**src/rtl/dmtd_phase_ctrl_pkg.sv**
```systemverilog
// ============================================================
// dmtd_phase_ctrl_pkg : shared constants and FSM state encoding
// Rev 1.0
// ============================================================
`default_nettype none

package dmtd_phase_ctrl_pkg;

  localparam int CNT_W_DEF    = 24;
  localparam int DEGLITCH_DEF = 4;

  typedef logic [2:0] state_t;

  localparam state_t ST_IDLE   = 3'd0;
  localparam state_t ST_ARM    = 3'd1;
  localparam state_t ST_MEAS_B = 3'd2;
  localparam state_t ST_MEAS_A = 3'd3;
  localparam state_t ST_REPORT = 3'd4;

endpackage

`default_nettype wire

```
**src/rtl/dmtd_deglitch.sv**
```systemverilog
// ============================================================
// dmtd_deglitch : consecutive-sample level filter with rise pulse
// Rev 1.0
// ============================================================
`default_nettype none

module dmtd_deglitch
  import dmtd_phase_ctrl_pkg::*;
#(
  parameter int DEGLITCH = DEGLITCH_DEF
) (
  input  logic clk,
  input  logic rst_n,
  input  logic din,
  output logic level,
  output logic rise
);

  localparam logic [3:0] LAST = 4'(DEGLITCH - 1);

  logic [3:0] cnt;

  // rise is registered with level so both channels see identical latency
  always_ff @(posedge clk or negedge rst_n) begin
    if (!rst_n) begin
      level <= 1'b0;
      rise  <= 1'b0;
      cnt   <= 4'd0;
    end else begin
      rise <= 1'b0;
      if (din != level) begin
        if (cnt == LAST) begin
          level <= din;
          rise  <= din;
          cnt   <= 4'd0;
        end else begin
          cnt <= cnt + 4'd1;
        end
      end else begin
        cnt <= 4'd0;
      end
    end
  end

endmodule

`default_nettype wire

```
**src/rtl/dmtd_phase_ctrl.sv**
```systemverilog
// ============================================================
// dmtd_phase_ctrl : DMTD beat phase/period measurement sequencer
// Rev 1.0
// ============================================================
`default_nettype none

module dmtd_phase_ctrl
  import dmtd_phase_ctrl_pkg::*;
#(
  parameter int CNT_W    = CNT_W_DEF,
  parameter int DEGLITCH = DEGLITCH_DEF
) (
  input  logic             clk,
  input  logic             rst_n,
  input  logic             beat_a,
  input  logic             beat_b,
  input  logic             start,
  input  logic             abort,
  input  logic [7:0]       n_meas,
  output logic             busy,
  output logic             res_valid,
  input  logic             res_ready,
  output logic [CNT_W-1:0] res_phase,
  output logic [CNT_W-1:0] res_period,
  output logic             res_timeout,
  output logic             res_last
);

  localparam logic [CNT_W-1:0] CNT_ONE = CNT_W'(1);
  localparam logic [CNT_W-1:0] CNT_MAX = '1;

  logic [1:0]       raw;
  logic [1:0]       level;
  logic [1:0]       rise;
  logic             a_rise;
  logic             b_rise;
  state_t           state;
  logic [CNT_W-1:0] cnt;
  logic [7:0]       remaining;
  logic             unused_levels;

  assign raw = {beat_b, beat_a};

  for (genvar i = 0; i < 2; i++) begin : g_beat
    dmtd_deglitch #(.DEGLITCH(DEGLITCH)) u_deglitch (
      .clk   (clk),
      .rst_n (rst_n),
      .din   (raw[i]),
      .level (level[i]),
      .rise  (rise[i])
    );
  end

  assign a_rise        = rise[0];
  assign b_rise        = rise[1];
  // filtered levels are not needed here, only their rising events
  assign unused_levels = &{1'b0, level};

  assign busy      = (state != ST_IDLE);
  assign res_valid = (state == ST_REPORT);

  always_ff @(posedge clk or negedge rst_n) begin
    if (!rst_n) begin
      state       <= ST_IDLE;
      cnt         <= '0;
      remaining   <= 8'd0;
      res_phase   <= '0;
      res_period  <= '0;
      res_timeout <= 1'b0;
      res_last    <= 1'b0;
    end else if (abort && state != ST_IDLE) begin
      state <= ST_IDLE;
      cnt   <= '0;
    end else begin
      case (state)
        ST_IDLE: begin
          if (start && n_meas != 8'd0) begin
            state     <= ST_ARM;
            cnt       <= '0;
            remaining <= n_meas;
          end
        end
        ST_ARM: begin
          cnt <= cnt + CNT_ONE;
          if (a_rise) begin
            cnt <= CNT_ONE;
            if (b_rise) begin
              res_phase <= '0;
              state     <= ST_MEAS_A;
            end else begin
              state <= ST_MEAS_B;
            end
          end else if (cnt == CNT_MAX) begin
            res_phase   <= '1;
            res_period  <= '1;
            res_timeout <= 1'b1;
            res_last    <= 1'b1;
            state       <= ST_REPORT;
          end
        end
        ST_MEAS_B: begin
          cnt <= cnt + CNT_ONE;
          if (b_rise) begin
            res_phase <= cnt;
            if (a_rise) begin
              // B coincides with the next A: phase equals a full period
              res_period  <= cnt;
              res_timeout <= 1'b0;
              res_last    <= (remaining == 8'd1);
              state       <= ST_REPORT;
            end else begin
              state <= ST_MEAS_A;
            end
          end else if (cnt == CNT_MAX) begin
            res_phase   <= '1;
            res_period  <= '1;
            res_timeout <= 1'b1;
            res_last    <= 1'b1;
            state       <= ST_REPORT;
          end
        end
        ST_MEAS_A: begin
          cnt <= cnt + CNT_ONE;
          if (a_rise) begin
            res_period  <= cnt;
            res_timeout <= 1'b0;
            res_last    <= (remaining == 8'd1);
            state       <= ST_REPORT;
          end else if (cnt == CNT_MAX) begin
            res_period  <= '1;
            res_timeout <= 1'b1;
            res_last    <= 1'b1;
            state       <= ST_REPORT;
          end
        end
        ST_REPORT: begin
          if (res_ready) begin
            remaining <= remaining - 8'd1;
            if (remaining == 8'd1 || res_timeout) begin
              state <= ST_IDLE;
            end else begin
              state <= ST_ARM;
              cnt   <= '0;
            end
          end
        end
        default: state <= ST_IDLE;
      endcase
    end
  end

endmodule

`default_nettype wire

```
**config.mk**
```make
export PLATFORM = sky130hd
export DESIGN_NAME = dmtd_phase_ctrl
export DESIGN_NICKNAME = d
export VERILOG_FILES = /design/src/rtl/dmtd_phase_ctrl_pkg.sv /design/src/rtl/dmtd_deglitch.sv /design/src/rtl/dmtd_phase_ctrl.sv
export SDC_FILE = /design/constraint.sdc
export NUM_CORES = 1
export LEC_CHECK = 0
export CELL_PAD_IN_SITES_DETAIL_PLACEMENT = 1
export CELL_PAD_IN_SITES_GLOBAL_PLACEMENT = 1
export CORE_MARGIN = 10
export CORE_UTILIZATION = 30
export DETAILED_ROUTE_END_ITERATION = 8
export DONT_BUFFER_PORTS = 1
export PLACE_DENSITY = 0.66
export SLEW_MARGIN = 20
export SYNTH_ARGS = -nofsm -noshare
export SYNTH_HDL_FRONTEND = slang
export SYNTH_SLANG_ARGS = --single-unit
```
**constraint.sdc**
```tcl
create_clock -name clk -period 1.9 [get_ports clk]
set_input_delay 0.19 -clock clk [delete_from_list [all_inputs] [get_ports clk]]
set_output_delay 0.19 -clock clk [all_outputs]
set_load 0.01 [all_outputs]
```
---- After elaboration in Yosys (flattened, before gate mapping) ----
Cells that the tools add are included.
storage, ports and cells
  output and inout port bits .............. 52
  bits in registers ....................... 97
  word-level logic and storage cells ...... 105
operators by class
  equal/unequal tests ..................... 18
  bitwise operators ....................... 1
  reductions and logical operators ........ 18
  $add $sub $neg .......................... 4
  mux-type cells .......................... 51
operators with widths
  operator                                                             number
  24-bit two-way mux                                                   14
  24-bit case mux with 4 select lines                                  1
  24-bit case mux with 3 select lines                                  1
  24-bit case mux with 2 select lines                                  1
  24-bit by 1-bit adder with 24-bit output (second input constant)     1
  24-bit == test (second input constant)                               1
  3-bit two-way mux                                                    8
  1-bit two-way mux                                                    16
  4-bit two-way mux                                                    4
  8-bit two-way mux                                                    2
  8-bit case mux with 2 select lines                                   1
  3-bit case mux with 5 select lines                                   1
  4-bit AND reduction                                                  3
  3-bit inequality test (second input constant)                        3
  4-bit by 1-bit adder with 4-bit output (second input constant)       2
  4-bit by 2-bit == test with 1-bit output (second input constant)     2
  8-bit by 1-bit == test with 1-bit output (second input constant)     1
  8-bit nonzero test                                                   1
  8-bit by 1-bit subtractor with 8-bit output (second input constant)  1
  3-bit by 2-bit == test with 1-bit output (second input constant)     2
  1-bit case mux with 3 select lines                                   2
  2-bit AND reduction                                                  3
  3-bit nonzero test                                                   2
  5-bit nonzero test                                                   1
  other kinds (14)                                                     18

---- Depth between registers and ports, before layout ----
  word-level depth ........................ 6
  mapped depth ............................ 8
  gate-level depth less buffers ........... 7

---- By module ----
Synthesis repeated with hierarchy kept, for this count alone.
unflattened totals
  cells, all modules ...................... 570
  area total of the unflattened synthesis .. 5,283.8 µm²
modules (own cells, without submodules)
  module           cells each  area an instance (µm²)  instances  seq. area each (µm²)
  dmtd_phase_ctrl  530         4,753.3                 1          2,127.0
  dmtd_deglitch    20          265.3                   2          150.1

---- Worst setup path before layout ----
Ideal clock, no wire load.
  path kind ............................... register to register
  start ................................... register state[0]
  end ..................................... register cnt[16]
  data required time ...................... 1.773 ns
  setup time .............................. 0.127 ns
  slack ................................... 0.100 ns
  arrival ................................. 1.673 ns
  buffers on the path ..................... 2
  stages on the path, launching flop included .. 8
  cells stage by stage .................... dfrtp_1 buf_6 or4b_4 a31oi_4 o22ai_2 buf_2 o21ai_1 o41ai_1
between the ends
  cells in the longest elaborated chain, start to end .. 4
RTL lines
  what                                                                            line                                          RTL
  from (decl)                                                                     dmtd_phase_ctrl.sv:37                         state_t state;
  from (signal assigned)                                                          dmtd_phase_ctrl.sv:64                         state <= ST_IDLE;
  from (signal assigned)                                                          dmtd_phase_ctrl.sv:72                         state <= ST_IDLE;
  from (signal assigned)                                                          dmtd_phase_ctrl.sv:78                         state <= ST_ARM;
  3-bit by 2-bit == test with 1-bit output or 3-bit nonzero test (tied branches)  dmtd_phase_ctrl.sv:75, dmtd_phase_ctrl.sv:71
  2-bit OR reduction (no line) or 1-bit logical AND (tied branches)               -
  24-bit case mux with 4 select lines (tied with other cells)                     dmtd_phase_ctrl.sv:75                         case (state)
  24-bit two-way mux or 4-bit AND reduction (tied branches)                       -
  to (signal assigned)                                                            dmtd_phase_ctrl.sv:84                         cnt <= cnt + CNT_ONE;
  to (signal assigned)                                                            dmtd_phase_ctrl.sv:102                        cnt <= cnt + CNT_ONE;
  to (signal assigned)                                                            dmtd_phase_ctrl.sv:123                        cnt <= cnt + CNT_ONE;
  to (decl)                                                                       dmtd_phase_ctrl.sv:38                         logic [CNT_W-1:0] cnt;
Parallel ways exist; a longest one is shown, timed or not.
A chain may end at the register's enable or synchronous reset.

---- Worst setup path after layout ----
  start ................................... register state[0]
  end ..................................... register cnt[22]
Same word-level chain as after synthesis.

==> metrics.md <==
| Metric | Value |
|---|---|
| Status | `finished with violations` |
| Failing checks | `hold timing` |
| Crit path from | `state[0]$_DFFE_PN0P_` |
| Routed Antenna Nets | `0` |
| Sink Count | `just under 100` |
| Worst path required time | `between 2 and 2.5 ns` |
| CP Class | `flop to flop` |
| Port bufs | `0` |
| Synth top area cells | `dfrtp_1, o21ai_0, a221o_1, nand2_1, a2bb2oi_2` |
| Vias post-DR | `4279` |
| GRT Total Usage | `0.136` |
| Clock latency on the worst-skew pair | `between 0.3 and 0.4 ns` |
| R2r setup slk | `approximately 0.059 ns` |
| Slew of the pin with the lowest slew margin | `~0.47 ns` |
| Vias in the first global route | `around 4600` |
| Num CTS Buffers | `9` |
| First-pass GRT wire length | `between 20000 and 25000 µm` |
| Reg clk slew, reported paths | `around 0.07 ns` |
| VDD IR-drop max | `0.462 mV` |
| Non-Filler Instances | `just under 800` |
| Reg2reg path depth | `6` |
| DP Wirelength | `11100 µm` |
| Top FF cell, synth | `dfrtp_1` |
| CP max FO | `8` |
| Synthesized cell area | `a little over 5000 µm²` |
| HP Class | `input pin to async pin` |
| H-tree Lvls | `3` |
| Setup violations, final | `0` |
| Initial drt markers | `265` |
| Final Hold Viols | `between 90 and 100` |
| Initial core utilization | `0.305` |
| Synth Instances | `approximately 500` |
| Max-cap violation count | `0` |
| Synth Register Bits | `a little under 100` |
| WL/cell | `19.6 µm` |
| Yosys Warn Count | `0` |
| Power Density | `around 1000 nW/µm²` |
| Leak | `~2.6 nW` |
| Clock skew | `between 0.008 and 0.009 ns` |
| # hold bufs at CTS | `2` |
| Syn Area/Cell | `about 10 µm²` |
| Largest net degree at the start of global routing | `98` |
| Die X | `approximately 150 µm` |
| Crit start category | `flop` |
| Crit Reg-Reg Endpoint | `cnt[22]$_DFFE_PN0P_` |
| Sequential share of the synthesized area | `0.482` |
| Row count | `47` |
| Inst Count DP | `between 700 and 800` |
| Antenna violations before repair | `0` |
| Final GP Congestion | `0.831` |
| Root buf cell | `clkbuf_16` |
| Final Slew Violations | `0` |
| Pre-antenna DRT Iters | `4` |
| Core ar. | `between 15000 and 20000 µm²` |
| # nets final | `roughly 580` |
| Setup TNS | `0 ns` |
| Die Y | `150 µm` |
| Via density | `~5.5` |
| EDFF count, synth | `0` |
| Worst Hold Margin | `-0.473 ns` |
| Share of cells above drive strength 1 | `0.246` |
| Critical Path Sink | `cnt[22]$_DFFE_PN0P_` |
| CTS tree | `yes` |
| Congestion Overflow GR | `0` |
| Drt drc | `0` |
| Fmax | `between 0.5 and 0.6 GHz` |
| Diode count | `0` |
| Ys async rst share | `1.00` |
| Arr. time, crit path | `~2.1 ns` |
| Unrepaired setup endpoints after global routing | `yes` |
| Synth Net Count | `around 520` |
| Count of cell types in the netlist | `70` |
| Synth area leader | `dfrtp_1` |
| Synth top area share | `0.482` |
| Max Root-Sink Buffers | `2` |
| Die ar. | `around 22000 µm²` |
| Synth-to-Final Area Change | `22.2%` |
| Worst setup EP type | `flop` |
| Slew margin rel. | `0.687` |
| Worst reg2reg startpoint | `state[0]$_DFFE_PN0P_` |
| Period utilization | `0.969` |
| Fin crit period | `about 1.8 ns` |
| Final Power | `about 6.3 mW` |
| # IOs | `67` |
| WL final | `~15000 µm` |
-- logic make-up (layout without fill, tap and decap cells) --
group / after synthesis / in the layout / synth area share
simple gates: 176 / 176 / 0.195
compound gates: 169 / 169 / 0.247
flops: 97 / 97 / 0.482
buf+inv: 47 / 106 / 0.0479
fa+ha+maj: 5 / 5 / 0.0124
xor+xnor: 4 / 4 / 0.00696
mux: 4 / 4 / 0.00844
-- worst min-delay path by stage --
stage                                 end  cells past startpoint
2_1_floorplan          cnt[0]$_DFFE_PN0P_                      0
3_3_place_gp    res_phase[15]$_DFFE_PN0P_                      0
3_5_place_dp    res_phase[15]$_DFFE_PN0P_                      0
4_1_cts         res_phase[15]$_DFFE_PN0P_                      0
5_1_grt        res_period[19]$_DFFE_PN0P_                      0
6_report        res_phase[15]$_DFFE_PN0P_                      0
-- where the power goes --
group	leakage [nW]	internal (mW)	total (mW)	switching [mW]
clock	0.132	0.919	1.72	0.798
sequential	1.27	2.46	2.95	0.493
combinational	1.17	0.815	1.62	0.802
total	2.58	4.20	6.29	2.09
-- metrics by stage --
step	utilization	worst slack (ns)	cell area (µm²)
finish	0.372	0.0592	6150
global route	0.372	-0.0394	6150
CTS	0.363	-0.00440	6000
detailed placement	0.345	-0.00881	5700
global placement	0.345	0.0455	5700
floorplan	-	0.100	5040
-- sequential cells by signal (all words and copies together) (netlist names) --
register	cells
res_timeout	1
res_period	24
g_beat.u_deglitch.level	2
res_last	1
g_beat.u_deglitch.cnt	8
g_beat.u_deglitch.rise	2
cnt	24
remaining	8
state	3
res_phase	24
-- synth_stat cells, types with 3 or more instances --
library cell / number
a211oi_1: 3
a21oi_1: 25
a221o_1: 21
a2bb2oi_1: 13
a2bb2oi_2: 10
a31oi_1: 17
and3_1: 4
and3b_1: 3
buf_1: 3
buf_2: 14
buf_4: 6
clkbuf_1: 7
dfrtp_1: 97
ha_1: 5
inv_1: 14
nand2_1: 48
nand2b_1: 8
nand3_1: 17
nand3b_1: 4
nand4_1: 13
nor2_1: 29
nor2b_1: 4
nor3_1: 10
nor3b_1: 5
nor4_1: 5
o21ai_0: 46
o21ai_1: 5
o22ai_1: 4
o31a_1: 3
or3_1: 4
or4_1: 3
-- placed cells by master (no fill, tap or decap), types with 14 or more instances in the layout --
cell	netlist	routed
inv_1	14	14
o21ai_1	5	16
a21oi_1	25	25
nor2_1	29	28
o21ai_0	46	34
nand3_1	17	17
buf_4	6	65
dfrtp_1	97	92
a31oi_1	17	17
a221o_1	21	21
nand2_1	48	47
-- cell type report --
cell class	count	area [µm²]
Fill cell	1848	10400
Multi-Input combinational cell	358	2440
Sequential cell	97	2430
Timing Repair Buffer	77	678
Tap cell	220	275
Clock buffer	11	243
Inverter	14	52.6
Clock inverter	4	30.0
-- what timing repair did --
item / in CTS / in global routing
pin swaps: 0 / 4
endpoints found under the hold margin: 99 / 97
gates resized for setup: 1 / 33
cloned: 0 / 1
endpoints found under the setup margin: 3 / 56
setup buffers: 0 / 4
-- metal layers --
metal / vias up / GRT usage / wire length [µm] / share of wire
met4: 0 / 0.0535 / 269 / 0.018
met2: 78 / 0.215 / 7230 / 0.47
met5: - / 0 / 0 / 0
met1: 2186 / 0.165 / 6670 / 0.43
li1: 1996 / - / - / -
met3: 19 / 0.0462 / 1170 / 0.077
-- worst max-delay path, cell delays in order (launching register included) --
cell     delay, ns
dfrtp_2       0.44
or4b_4        0.54
a31oi_4       0.20
o22ai_4       0.12
buf_12        0.18
o21ai_1       0.14
o31ai_1       0.09
Note: power is estimated with default switching activity, not from simulation.
